### src/rtl/mem_access_pkg.sv
// mem_access_pkg: shared opcodes, funct codes, FSM states and load/store decode helpers
package mem_access_pkg;
    localparam logic [5:0] OP_RTYPE = 6'h00;
    localparam logic [5:0] OP_JAL   = 6'h03;
    localparam logic [5:0] OP_ADDI  = 6'h08;
    localparam logic [5:0] OP_XORI  = 6'h0E;
    localparam logic [5:0] OP_LB    = 6'h20;
    localparam logic [5:0] OP_LH    = 6'h21;
    localparam logic [5:0] OP_LW    = 6'h23;
    localparam logic [5:0] OP_LBU   = 6'h24;
    localparam logic [5:0] OP_LHU   = 6'h25;
    localparam logic [5:0] OP_SB    = 6'h28;
    localparam logic [5:0] OP_SH    = 6'h29;
    localparam logic [5:0] OP_SW    = 6'h2B;
    localparam logic [5:0] F_JR     = 6'h08;
    localparam logic [5:0] F_JALR   = 6'h09;
    localparam logic [5:0] F_MTHI   = 6'h11;
    localparam logic [5:0] F_MTLO   = 6'h13;
    localparam logic [5:0] F_MULT   = 6'h18;
    localparam logic [5:0] F_MULTU  = 6'h19;
    localparam logic [5:0] F_DIV    = 6'h1A;
    localparam logic [5:0] F_DIVU   = 6'h1B;
    typedef enum logic {IDLE, ACCESS} state_t;
    function automatic logic is_load(input logic [5:0] op);
        return op inside {OP_LB, OP_LH, OP_LW, OP_LBU, OP_LHU};
    endfunction
    function automatic logic is_store(input logic [5:0] op);
        return op inside {OP_SB, OP_SH, OP_SW};
    endfunction
endpackage

### src/rtl/mem_align.sv
// mem_align: little-endian lane formatting (op, off, wsrc -> wdata, be) and load extraction (rsrc -> rdata)
module mem_align
    import mem_access_pkg::*;
(
    input  logic [5:0]  op,
    input  logic [1:0]  off,
    input  logic [31:0] wsrc,
    input  logic [31:0] rsrc,
    output logic [31:0] wdata,
    output logic [3:0]  be,
    output logic [31:0] rdata
);
    logic byte_op, half_op;
    logic [7:0] b;
    logic [15:0] h;
    always_comb begin
        byte_op = op inside {OP_LB, OP_LBU, OP_SB};
        half_op = op inside {OP_LH, OP_LHU, OP_SH};
        b = rsrc[{off, 3'b000} +: 8];
        h = off[1] ? rsrc[31:16] : rsrc[15:0];
        wdata = byte_op ? {4{wsrc[7:0]}} : half_op ? {2{wsrc[15:0]}} : wsrc;
        be = byte_op ? 4'b0001 << off : half_op ? (off[1] ? 4'b1100 : 4'b0011) : 4'b1111;
        rdata = op == OP_LB ? {{24{b[7]}}, b} : op == OP_LBU ? {24'b0, b} :
                op == OP_LH ? {{16{h[15]}}, h} : op == OP_LHU ? {16'b0, h} : rsrc;
    end
endmodule

### src/rtl/mem_access.sv
// mem_access: MEM stage; EX bundle (invalid/ins/result/rdata2/nextpc) -> data-memory handshake (dreq/dwe/daddr/dwdata/dbe/drdata/dack) -> registered writeback (wbvalid/wben/wbreg/wbdata/aderr)
module mem_access
    import mem_access_pkg::*;
(
    input  logic        clk,
    input  logic        rst,
    input  logic        invalid,
    input  logic [31:0] ins,
    input  logic [31:0] result,
    input  logic [31:0] rdata2,
    input  logic [31:0] nextpc,
    output logic        stall,
    output logic        dreq,
    output logic        dwe,
    output logic [31:0] daddr,
    output logic [31:0] dwdata,
    output logic [3:0]  dbe,
    input  logic [31:0] drdata,
    input  logic        dack,
    output logic        wbvalid,
    output logic        wben,
    output logic [4:0]  wbreg,
    output logic [31:0] wbdata,
    output logic        aderr
);
    state_t state;
    logic [5:0] op, funct, op_q;
    logic [1:0] off_q;
    logic ld, st, mis, accept, wen, link;
    logic [4:0] dest;
    logic [31:0] al_wdata, al_rdata;
    logic [3:0] al_be;
    logic unused_fields;
    assign op = ins[31:26];
    assign funct = ins[5:0];
    assign unused_fields = ^{ins[25:21], ins[10:6]};
    always_comb begin
        ld = is_load(op);
        st = is_store(op);
        mis = (op inside {OP_LH, OP_LHU, OP_SH} && result[0]) || (op inside {OP_LW, OP_SW} && result[1:0] != 2'b00);
        accept = state == IDLE && invalid && (ld || st) && !mis;
        stall = !rst && (accept || (state == ACCESS && !dack));
        dest = op == OP_RTYPE ? ins[15:11] : op == OP_JAL ? 5'd31 : ins[20:16];
        link = op == OP_JAL || (op == OP_RTYPE && funct == F_JALR);
        wen = dest != 5'd0 && ((op == OP_RTYPE && !(funct inside {F_JR, F_MTHI, F_MTLO, F_MULT, F_MULTU, F_DIV, F_DIVU}))
              || (op >= OP_ADDI && op <= OP_XORI) || ld || op == OP_JAL);
    end
    // Stores are formatted from the live EX inputs while idle; loads are extracted from the captured op/offset during access.
    mem_align u_align (
        .op    (state == ACCESS ? op_q : op),
        .off   (state == ACCESS ? off_q : result[1:0]),
        .wsrc  (rdata2),
        .rsrc  (drdata),
        .wdata (al_wdata),
        .be    (al_be),
        .rdata (al_rdata)
    );
    always_ff @(posedge clk or posedge rst) begin
        if (rst) begin
            state <= IDLE;
            dreq <= 1'b0;
            dwe <= 1'b0;
            daddr <= '0;
            dwdata <= '0;
            dbe <= '0;
            wbvalid <= 1'b0;
            wben <= 1'b0;
            wbreg <= '0;
            wbdata <= '0;
            aderr <= 1'b0;
            op_q <= '0;
            off_q <= '0;
        end else begin
            wbvalid <= 1'b0;
            if (state == IDLE) begin
                if (accept) begin
                    state <= ACCESS;
                    dreq <= 1'b1;
                    dwe <= st;
                    daddr <= {result[31:2], 2'b00};
                    dwdata <= al_wdata;
                    dbe <= al_be;
                    op_q <= op;
                    off_q <= result[1:0];
                    wbreg <= dest;
                    wben <= wen;
                    wbdata <= result;
                    aderr <= 1'b0;
                end else if (invalid) begin
                    wbvalid <= 1'b1;
                    wben <= wen && !mis;
                    wbreg <= dest;
                    wbdata <= link ? nextpc : result;
                    aderr <= mis;
                end
            end else if (dack) begin
                state <= IDLE;
                dreq <= 1'b0;
                dwe <= 1'b0;
                wbvalid <= 1'b1;
                if (is_load(op_q)) wbdata <= al_rdata;
            end
        end
    end
endmodule

### config.mk
export PLATFORM = sky130hd
export DESIGN_NAME = mem_access
export DESIGN_NICKNAME = d
export VERILOG_FILES = /design/src/rtl/mem_access_pkg.sv /design/src/rtl/mem_align.sv /design/src/rtl/mem_access.sv
export SDC_FILE = /design/constraint.sdc
export NUM_CORES = 1
export LEC_CHECK = 0
export ABC_AREA = 1
export BUFFER_PORTS_ARGS = -buffer_cell sky130_fd_sc_hd__buf_4
export CAP_MARGIN = 25
export CELL_PAD_IN_SITES_DETAIL_PLACEMENT = 1
export CELL_PAD_IN_SITES_GLOBAL_PLACEMENT = 1
export CORE_AREA = 2 2 149 151
export CTS_CLUSTER_SIZE = 25
export DETAILED_ROUTE_END_ITERATION = 10
export DIE_AREA = 0 0 151 153
export GPL_ROUTABILITY_DRIVEN = 0
export PLACE_DENSITY_LB_ADDON = 0.25
export SLEW_MARGIN = 20
export SYNTH_ARGS = -nofsm -noshare
export SYNTH_HDL_FRONTEND = slang
export SYNTH_HIERARCHICAL = 1
export SYNTH_SLANG_ARGS = --single-unit
### constraint.sdc
create_clock -name clk -period 4.5 [get_ports clk]
set_input_delay 0.675 -clock clk [delete_from_list [all_inputs] [get_ports clk]]
set_output_delay 0.675 -clock clk [all_outputs]
set_load 0.02 [all_outputs]
# Yosys cells after proc, flatten, opt, wreduce, memory -nomap -nowiden
# Index checks and enable logic that the tools add are counted.
# word_totals
register_bits,117
out_inout_bits,111
in_bits,164
word_cells,127
# op_classes
order_cmp,2
reduce_logical,41
muxes,38
n_shift,2
bitwise_logic,1
eq_ne,30
# op_table
cell,count
$mux 32,12
$eq 6x6->1 const B,19
$eq 6x5->1 const B,6
$shiftx 32x6->8,1
$mux 5,4
$mux 1,16
$mux 16,1
$reduce_bool 3->1,5
$reduce_bool 5->1,3
$eq 6x4->1 const B,2
$logic_and 1x1->1,12
$mux 4,3
$reduce_bool 2->1,4
$logic_or 1x1->1,7
$reduce_bool 7->1,1
$eq 6x2->1 const B,1
$ge 6x4->1 const B,1
$le 6x4->1 const B,1
$logic_not 6->1,1
$mux 6,1
$reduce_and 2->1,3
$logic_not 1->1,4
$shl 1x2->4 const A,1
$reduce_and 3->1,1
4 further kinds,4

# Depth between registers and ports, before layout
# Gate-level depths: netlist of the first run.
# logic_depth
word_depth,11
depth_mapped,17
ltp_nobuf,14

# Hierarchy
# Netlist of the first run, hierarchy kept.
# by_module_without_submodules
module,cells_each,seq_area_each_um2,area_each_um2,n_inst
mem_access,762,2927.8,5666.7,1
mem_align,307,0.0,1551.5,1

# Worst setup path after synthesis of the first run
# OpenSTA, ideal clock, no wires.
# synth_timing
path_kind,input -> output
from,input port ins[28]
to,output port stall
required_ns,3.825
arrival_ns,1.765
n_path_buf,2
slack_ns,2.060
stages,7
cell_sequence,nor3_1 -> o211ai_1 -> nand3_1 -> nand2_1 -> buf_6 -> buf_6 -> a21oi_1
# synth_between
elab_chain_len,8
# synth_lines
element,line,rtl
start: declaration,mem_access.sv:8,"input logic [31:0] ins,"
$eq 6x6->1 (on tied branches),"mem_access_pkg.sv:25, mem_access.sv:40, mem_access_pkg.sv:28",
$reduce_bool 3->1 or $reduce_bool 2->1 (tied branches),mem_access.sv:40,"mis = (op inside {OP_LH, OP_LHU, OP_SH} && result[0]) || (op inside {OP_LW, OP_SW} && result[1:0] != 2'b00);"
$logic_and 1x1->1,mem_access.sv:40,
$logic_or 1x1->1,mem_access.sv:40,
$logic_not 1->1,mem_access.sv:41,accept = state == IDLE && invalid && (ld || st) && !mis;
$logic_and 1x1->1 (*),mem_access.sv:41,
$logic_or 1x1->1 (*),mem_access.sv:42,stall = !rst && (accept || (state == ACCESS && !dack));
$logic_and 1x1->1 (*),mem_access.sv:42,
end: declaration,mem_access.sv:12,"output logic stall,"
# Every way passes the cells marked *; elsewhere a longest branch is shown, timed or not.

# Worst setup path in the final report of the first run
# layout_timing
from,register state
to,output port stall
# layout_between
elab_chain_len,6
# layout_lines
element,line,rtl
start: declaration,mem_access.sv:26,state_t state;
start signal: assignment,mem_access.sv:60,state <= IDLE;
start signal: assignment,mem_access.sv:77,state <= ACCESS;
start signal: assignment,mem_access.sv:97,state <= IDLE;
$not 1->1 (no source line),-,
$logic_and 1x1->1 (3 in series),mem_access.sv:41,
$logic_or 1x1->1 (*),mem_access.sv:42,
$logic_and 1x1->1 (*),mem_access.sv:42,
# Marked as above.

==> impl_metrics.sql, run 1 <==
INSERT INTO impl_metrics (metric_group, metric, value, unit) VALUES
('setup_path', 'cpMaxStageDelayCell', 'dfrtp_1', ''),
('sta', 'timing.final.setup_violations', '0', ''),
('setup_path', 'worst_path_largest_cell_delay', '0.56', 'ns'),
('global_route', 'overflow', '0', ''),
('sta', 'layout_setup_ws', '1.49', 'ns'),
('final_layout', 'most-common-layout-cells', 'nand2_1 (484), buf_4 (272), dfrtp_1 (117)', ''),
('pwr', 'share_clk_of_total_power', '34.3', '%'),
('sta', 'slew_headroom', '39.5', '%'),
('logic_synthesis', 'synthesis.area_per_instance', '6.75', 'sq um'),
('setup_path', 'cp-end-kind', 'output pin', ''),
('die', 'die_area', '23100', 'sq um'),
('routing', 'drt-initial-drc-count', '413', ''),
('logic_synthesis', 'yosysWarningCount', '6', ''),
('setup_path', 'cp_max_fo', '18', ''),
('clock_tree', 'cts_tree', 'yes', ''),
('pwr', 'power.combinational.fraction', '32.1', '%'),
('sta', 'final.setup.tns', '0', 'ns'),
('routing', 'postRouteAntennaNets', '0', ''),
('setup_path', 'cp-startpoint', 'state', ''),
('setup_path', 'path_common_cell', 'nand2_1', ''),
('setup_path', 'crit_chain', 'inv_2, nand2_1, inv_1, nand2_1, nor2_2, nand2_4, a21oi_1, buf_4', ''),
('min_path', 'hp-class', 'primary input to flip-flop', ''),
('routing', 'drt-wirelength-per-cell', '16.9', 'um'),
('setup_path', 'critical_path.reg2reg.startpoint', 'state', ''),
('sta', 'finalHoldViolations', '0', ''),
('place', 'placedCellCount', '1553', ''),
('pwr', 'total_switching_power', '0.00149', 'W'),
('sta', 'worst-slew-pin-transition', '0.908', 'ns'),
('logic_synthesis', 'ys_top_cells_by_area', 'dfrtp_1 (41%), nand2_1 (25%), nand3_1 (6.9%), nor2_1 (4.4%), inv_1 (3.0%)', ''),
('run', 'maxCapViolations', '0', ''),
('routing', 'num_vias', '7774', ''),
('final_layout', 'final_common_cell', 'nand2_1', ''),
('setup_path', 'critical_path_arrival', '2.34', 'ns'),
('clock_tree', 'h-tree-depth', '4', ''),
('clock_tree', 'numCtsBuffers', '17', ''),
('die', 'die_span_x', '151', 'um'),
('pwr', 'share_seq_of_total_power', '33.6', '%'),
('clock_tree', 'cts_hold_repair.buffers', '0', ''),
('die', 'chipHeight', '153', 'um'),
('place', 'place_hpwl', '19.3', 'mm'),
('die', 'fp.coreArea', '21500', 'sq um'),
('clock_tree', 'cts.root.buffer_cell', 'clkbuf_16', ''),
('sta', 'final_period_minus_worst_setup_slack', '3.01', 'ns'),
('run_status', 'run_status', 'complete, no violations', ''),
('global_route', 'antenna_found_initial', '1', ''),
('final_layout', 'nets', '1457', ''),
('pwr', 'sw_frac_of_total', '34.6', '%'),
('place', 'count_of_buffers_from_port_buffering', '262', ''),
('setup_path', 'criticalPathCategory', 'flip-flop to output pin', ''),
('logic_synthesis', 'synth_edf_count', '0', ''),
('logic_synthesis', 'synth_cell_area', '7220', 'sq um'),
('pwr', 'power_per_cell_area', '440', 'nW/um^2'),
('routing', 'post-route-drc-count', '0', ''),
('routing', 'vias_per_cell', '4.90', ''),
('die', 'starting_density_of_the_core', '33.6', '%'),
('logic_synthesis', 'yosysSeqAreaShare', '40.6', '%'),
('sta', 'maxSlewViolCount', '0', ''),
('logic_synthesis', 'post_synthesis_cells', '1069', ''),
('logic_synthesis', 'synth_async_reset_ratio', '100', '%'),
('pwr', 'max-vdd-ir-drop', '0.250', 'mV'),
('logic_synthesis', 'yosys.cell_types.count', '32', ''),
('logic_synthesis', 'yosys_most_used_dff', 'dfrtp_1', ''),
('min_path', 'min-delay-start', 'result[9]', ''),
('logic_synthesis', 'synth_top_area_share', '40.6', '%'),
('sta', 'fin_worst_skew', '0.0128', 'ns'),
('clock_tree', 'cts_resized', '0', ''),
('place', 'place_ws', '1.51', 'ns'),
('global_route', 'grt_pass1_wl', '42.4', 'mm'),
('final_layout', 'utilization', '45.7', '%'),
('clock_tree', 'postCtsSetupRepairBufs', '0', ''),
('pwr', 'power.leakage', '5.59', 'nW');
[Yosys cell counts, types with 5 or more instances]
| library cell | number |
|---|---|
| buf_4 | 24 |
| inv_2 | 13 |
| o21ai_0 | 33 |
| nand4_1 | 32 |
| o21ai_1 | 6 |
| clkbuf_1 | 5 |
| buf_6 | 8 |
| o22ai_1 | 10 |
| nor2_1 | 85 |
| a21oi_1 | 9 |
| inv_1 | 58 |
| nand2_2 | 26 |
| nand3_1 | 99 |
| dfrtp_1 | 117 |
| nor2_2 | 5 |
| buf_2 | 27 |
| nand2_1 | 485 |
[logic make-up (layout without fill, tap and decap cells)]
logic type | count (synthesis) | after routing | synth area share, %
flops | 117 | 117 | 40.6
simple gates | 749 | 749 | 44.5
other cells | 1 | 3 | 0.0520
compound gates | 62 | 62 | 4.63
buf+inv | 140 | 375 | 10.3
[power groups by stage]
stage / Sequential, W / Clock, W / Combinational [W]
floorplan: 0.00173 / 0 / 0.000473
global placement: 0.00146 / 0 / 0.00137
detailed placement: 0.00146 / 0 / 0.00140
CTS: 0.00145 / 0.00150 / 0.00141
global route: 0.00149 / 0.00155 / 0.00151
finish: 0.00145 / 0.00148 / 0.00139
[flip-flops by register name, indices dropped and copies added (netlist names)]
register,flops
aderr,1
daddr,30
dbe,4
dreq,1
dwdata,32
dwe,1
off_q,2
op_q,6
state,1
wbdata,32
wben,1
wbreg,5
wbvalid,1
[metal layers]
| metal | routed length, um | vias to the layer above | GRT usage [%] |
|---|---|---|---|
| met5 | 0 | - | 0 |
| met4 | 522 | 0 | 6.94 |
| met3 | 1660 | 32 | 4.81 |
| met2 | 12900 | 223 | 38.5 |
| met1 | 11800 | 3729 | 31.0 |
| li1 | - | 3790 | - |
[stage by stage]
stage          total power [W]  area [sq um]  hold WS, ns
3_5_place_dp           0.00286          9150        0.452
3_3_place_gp           0.00283          9150        0.450
2_1_floorplan          0.00221          7220        0.434
5_1_grt                0.00455          9810        0.454
6_report               0.00431          9810        0.453
4_1_cts                0.00436          9780        0.446
[path summary, 6_finish.rpt]
kind / to / cells past startpoint
min in group asynchronous: dwdata[27] / 2
min: daddr[9] / 3
max in group asynchronous: daddr[15] / 3
max: stall / 8
min reg2reg: op_q[5] / 1
max reg2reg: wbdata[10] / 9
[worst max-delay path: cells and delay by family, from the launching register on]
family	cells	cell delay (ns)
flip-flops	1	0.56
buffers and inverters	3	0.47
AND/OR/NAND/NOR	4	0.73
AO/OA/AOI/OAI	1	0.15
[layout make-up]
class	count	area, sq um	area share, %
multi-input cells	813	3560	36.3
diodes	1	2.50	0.0255
well taps	280	350	3.57
clock buffers	19	453	4.62
flip-flops and latches	117	2930	29.8
clock inverters	12	179	1.82
repair buffers	273	2070	21.1
inverters	71	270	2.75
Power figures use the tool's default switching activity.
==> run 2: changes to the inputs <==
Settings changed: CORE_AREA 2 2 149 151 to 2 2 156 158, DIE_AREA 0 0 151 153 to 0 0 158 160.
Clock period 4.5 ns to 2.64 ns, I/O delays scaled along.
==> run 2 against run 1 <==
Effect of this change:
- highest routed layer unchanged
- sequential cell count is the same
- largest power group unchanged
- critical endpoint is now wbdata[20]
- worst setup slack worse by 1.3 ns
- die area up 9.4%
==> impl_metrics.sql, run 2 (synthesis results as in run 1) <==
INSERT INTO impl_metrics (metric_group, metric, value, unit) VALUES
('routing', 'postRouteAntennaNets', '0', ''),
('routing', 'drt-wirelength-per-cell', '16.3', 'um'),
('sta', 'timing.final.setup_violations', '0', ''),
('pwr', 'power.combinational.fraction', '32.2', '%'),
('run_status', 'run_status', 'complete, no violations', ''),
('run', 'maxCapViolations', '0', ''),
('place', 'dpl-instance-area', '9320', 'sq um'),
('clock_tree', 'cts_tree', 'yes', ''),
('place', 'count_of_buffers_from_port_buffering', '262', ''),
('pwr', 'power_per_cell_area', '739', 'nW/um^2'),
('sta', 'final_period_minus_worst_setup_slack', '2.42', 'ns'),
('setup_path', 'crit_chain', 'nand2_1, o21ai_0, nand2_1, nor2_2, nand2_1, inv_2, nand3_4, nand2_2, nor2_1, nor2_1, nand2_1, nand2_1', ''),
('pwr', 'power.leakage', '5.65', 'nW'),
('global_route', 'gr-max-usage-layer', 'met2', ''),
('final_layout', 'nets', '1471', ''),
('global_route', 'gr-usage-all-layers', '21.2', '%'),
('clock_tree', 'h-tree-depth', '4', ''),
('pwr', 'sw_frac_of_total', '34.7', '%'),
('pwr', 'share_seq_of_total_power', '33.6', '%'),
('clock_tree', 'clock_latency', '0.43', 'ns'),
('setup_path', 'worstSetupStartpointType', 'flip-flop', ''),
('final_layout', 'final_common_cell', 'nand2_1', ''),
('die', 'io-pin-count', '275', ''),
('final_layout', 'post_route_cells_drive_above_1_share', '28.6', '%'),
('final_layout', 'flow.area_growth_from_synthesis', '38.0', '%'),
('die', 'fp-row-count', '57', ''),
('clock_tree', 'cts_hold_repair.buffers', '0', ''),
('global_route', 'maximum_number_of_pins_on_one_net_before_global_route_repair', '65', ''),
('final_layout', 'nFillCells', '3111', ''),
('clock_tree', 'clock_sinks', '117', ''),
('routing', 'post-route-drc-count', '0', ''),
('sta', 'finalHoldViolations', '0', ''),
('sta', 'period_share', '91.6', '%'),
('pwr', 'max-vdd-ir-drop', '0.377', 'mV'),
('final_layout', 'biggestRegsByFlops', 'dwdata x32, wbdata x32, daddr x30', ''),
('final_layout', 'diodes', '0', ''),
('setup_path', 'worstPathBufferInverterCount', '1', ''),
('global_route', 'overflow', '0', ''),
('die', 'starting_density_of_the_core', '30.3', '%'),
('setup_path', 'cp_max_fo', '24', ''),
('routing', 'routed_wl', '26.9', 'mm'),
('global_route', 'met2_usage', '34.2', '%'),
('setup_path', 'criticalPathCategory', 'flip-flop to flip-flop', ''),
('die', 'chipHeight', '160', 'um'),
('pwr', 'total_switching_power', '0.00256', 'W'),
('die', 'die_area', '25300', 'sq um'),
('clock_tree', 'cts.root.buffer_cell', 'clkbuf_16', ''),
('routing', '1st_pass_router_iterations', '5', ''),
('clock_tree', 'cts_max_path_buffers', '2', ''),
('setup_path', 'path_common_cell', 'nand2_1', ''),
('sta', 'maximum_achievable_frequency', '413', 'MHz'),
('clock_tree', 'numCtsBuffers', '17', ''),
('global_route', 'use_met3', '3.88', '%'),
('global_route', 'antenna_found_initial', '0', ''),
('place', 'place_hpwl', '19.8', 'mm'),
('global_route', 'grt_pass1_wl', '41.9', 'mm'),
('routing', 'vias_per_cell', '4.72', ''),
('setup_path', 'worst_path_dominant_cell_family', 'simple AND/OR/NAND/NOR gates', ''),
('min_path', 'hp-class', 'primary input to asynchronous set/reset pin', ''),
('setup_path', 'cpMaxStageDelayCell', 'dfrtp_2', ''),
('global_route', 'grt_pass1_vias', '7725', ''),
('setup_path', 'worstPathRequired', '3.00', 'ns'),
('die', 'die_span_x', '158', 'um'),
('pwr', 'share_clk_of_total_power', '34.2', '%'),
('sta', 'worst-slew-pin-transition', '0.709', 'ns'),
('pwr', 'intPower', '0.00481', 'W'),
('final_layout', 'most-common-layout-cells', 'nand2_1 (484), buf_4 (286), dfrtp_1 (116)', ''),
('sta', 'grt_setup_unrepaired', 'no', ''),
('final_layout', 'stdcell_area', '9960', 'sq um'),
('setup_path', 'worst_path_largest_cell_delay', '0.55', 'ns'),
('sta', 'slew_headroom', '52.7', '%'),
('clock_tree', 'clkTransAtPathRegs', '0.06', 'ns'),
('sta', 'fin_worst_skew', '0.0146', 'ns'),
('die', 'fp.coreArea', '23800', 'sq um'),
('sta', 'final.setup.tns', '0', 'ns'),
('sta', 'maxSlewViolCount', '0', ''),
('global_route', 'grt.met1_usage', '28.9', '%'),
('sta', 'layout_setup_ws', '0.222', 'ns'),
('routing', 'num_vias', '7756', ''),
('place', 'place_ws', '0.0841', 'ns'),
('setup_path', 'cp-end-kind', 'flip-flop', ''),
('setup_path', 'critical_path_arrival', '2.77', 'ns'),
('routing', 'drt-initial-drc-count', '340', '');
==> run 2: path summary, 6_finish.rpt <==
kind	cells past startpoint	slack [ns]	startpoint	end
worst max-delay path	12	0.22	state	wbdata[20]
worst min-delay path	3	0.15	rst	dbe[3]
worst max register to register	12	0.22	state	wbdata[20]
worst min register to register	1	0.46	op_q[5]	op_q[5]
max in group asynchronous	3	2.10	rst	daddr[30]
min in group clk	3	0.18	result[9]	daddr[9]
==> run 2: worst min-delay path, stage by stage <==
cell        delay [ns]
buf_4             0.12
clkinvlp_4        0.07
buf_4             0.43
==> run 2: metal layers <==
layer	up-vias	part of all wire, %
met5	-	0
met3	28	5.1
li1	3818	-
met4	0	1.3
met2	205	47
met1	3705	47
==> run 2: repair_timing <==
action	4_1_cts	5_1_grt
setup buffers	0	2
endpoints found under the setup margin	0	33
endpoints found under the hold margin	0	0
resized for setup	0	3
==> run 2: cell type report <==
cell class                      count  area, sq um  area share [%]
Sequential cell                   117         2930            29.4
Multi-Input combinational cell    813         3570            35.8
Timing Repair Buffer              287         2170            21.7
Inverter                           71          270            2.71
Tap cell                          324          405            4.07
Clock inverter                     11          175            1.76
Clock buffer                       21          450            4.52
==> run 2: through the flow <==
stage	hold WS, ns	power (W)	utilization, %	instances
2_1_floorplan	0.434	0.00376	-	1070
3_3_place_gp	0.453	0.00485	39.1	1610
3_5_place_dp	0.452	0.00489	39.1	1610
4_1_cts	0.159	0.00746	41.7	1642
5_1_grt	0.169	0.00777	41.8	1644
6_report	0.151	0.00737	41.8	1644
==> run 2: power groups by stage <==
stage / clock network [W] / logic (W) / registers [W]
finish: 0.00252 / 0.00238 / 0.00247
global route: 0.00264 / 0.00259 / 0.00253
CTS: 0.00258 / 0.00240 / 0.00248
detailed placement: 0 / 0.00239 / 0.00250
global placement: 0 / 0.00236 / 0.00249
floorplan: 0 / 0.000807 / 0.00296
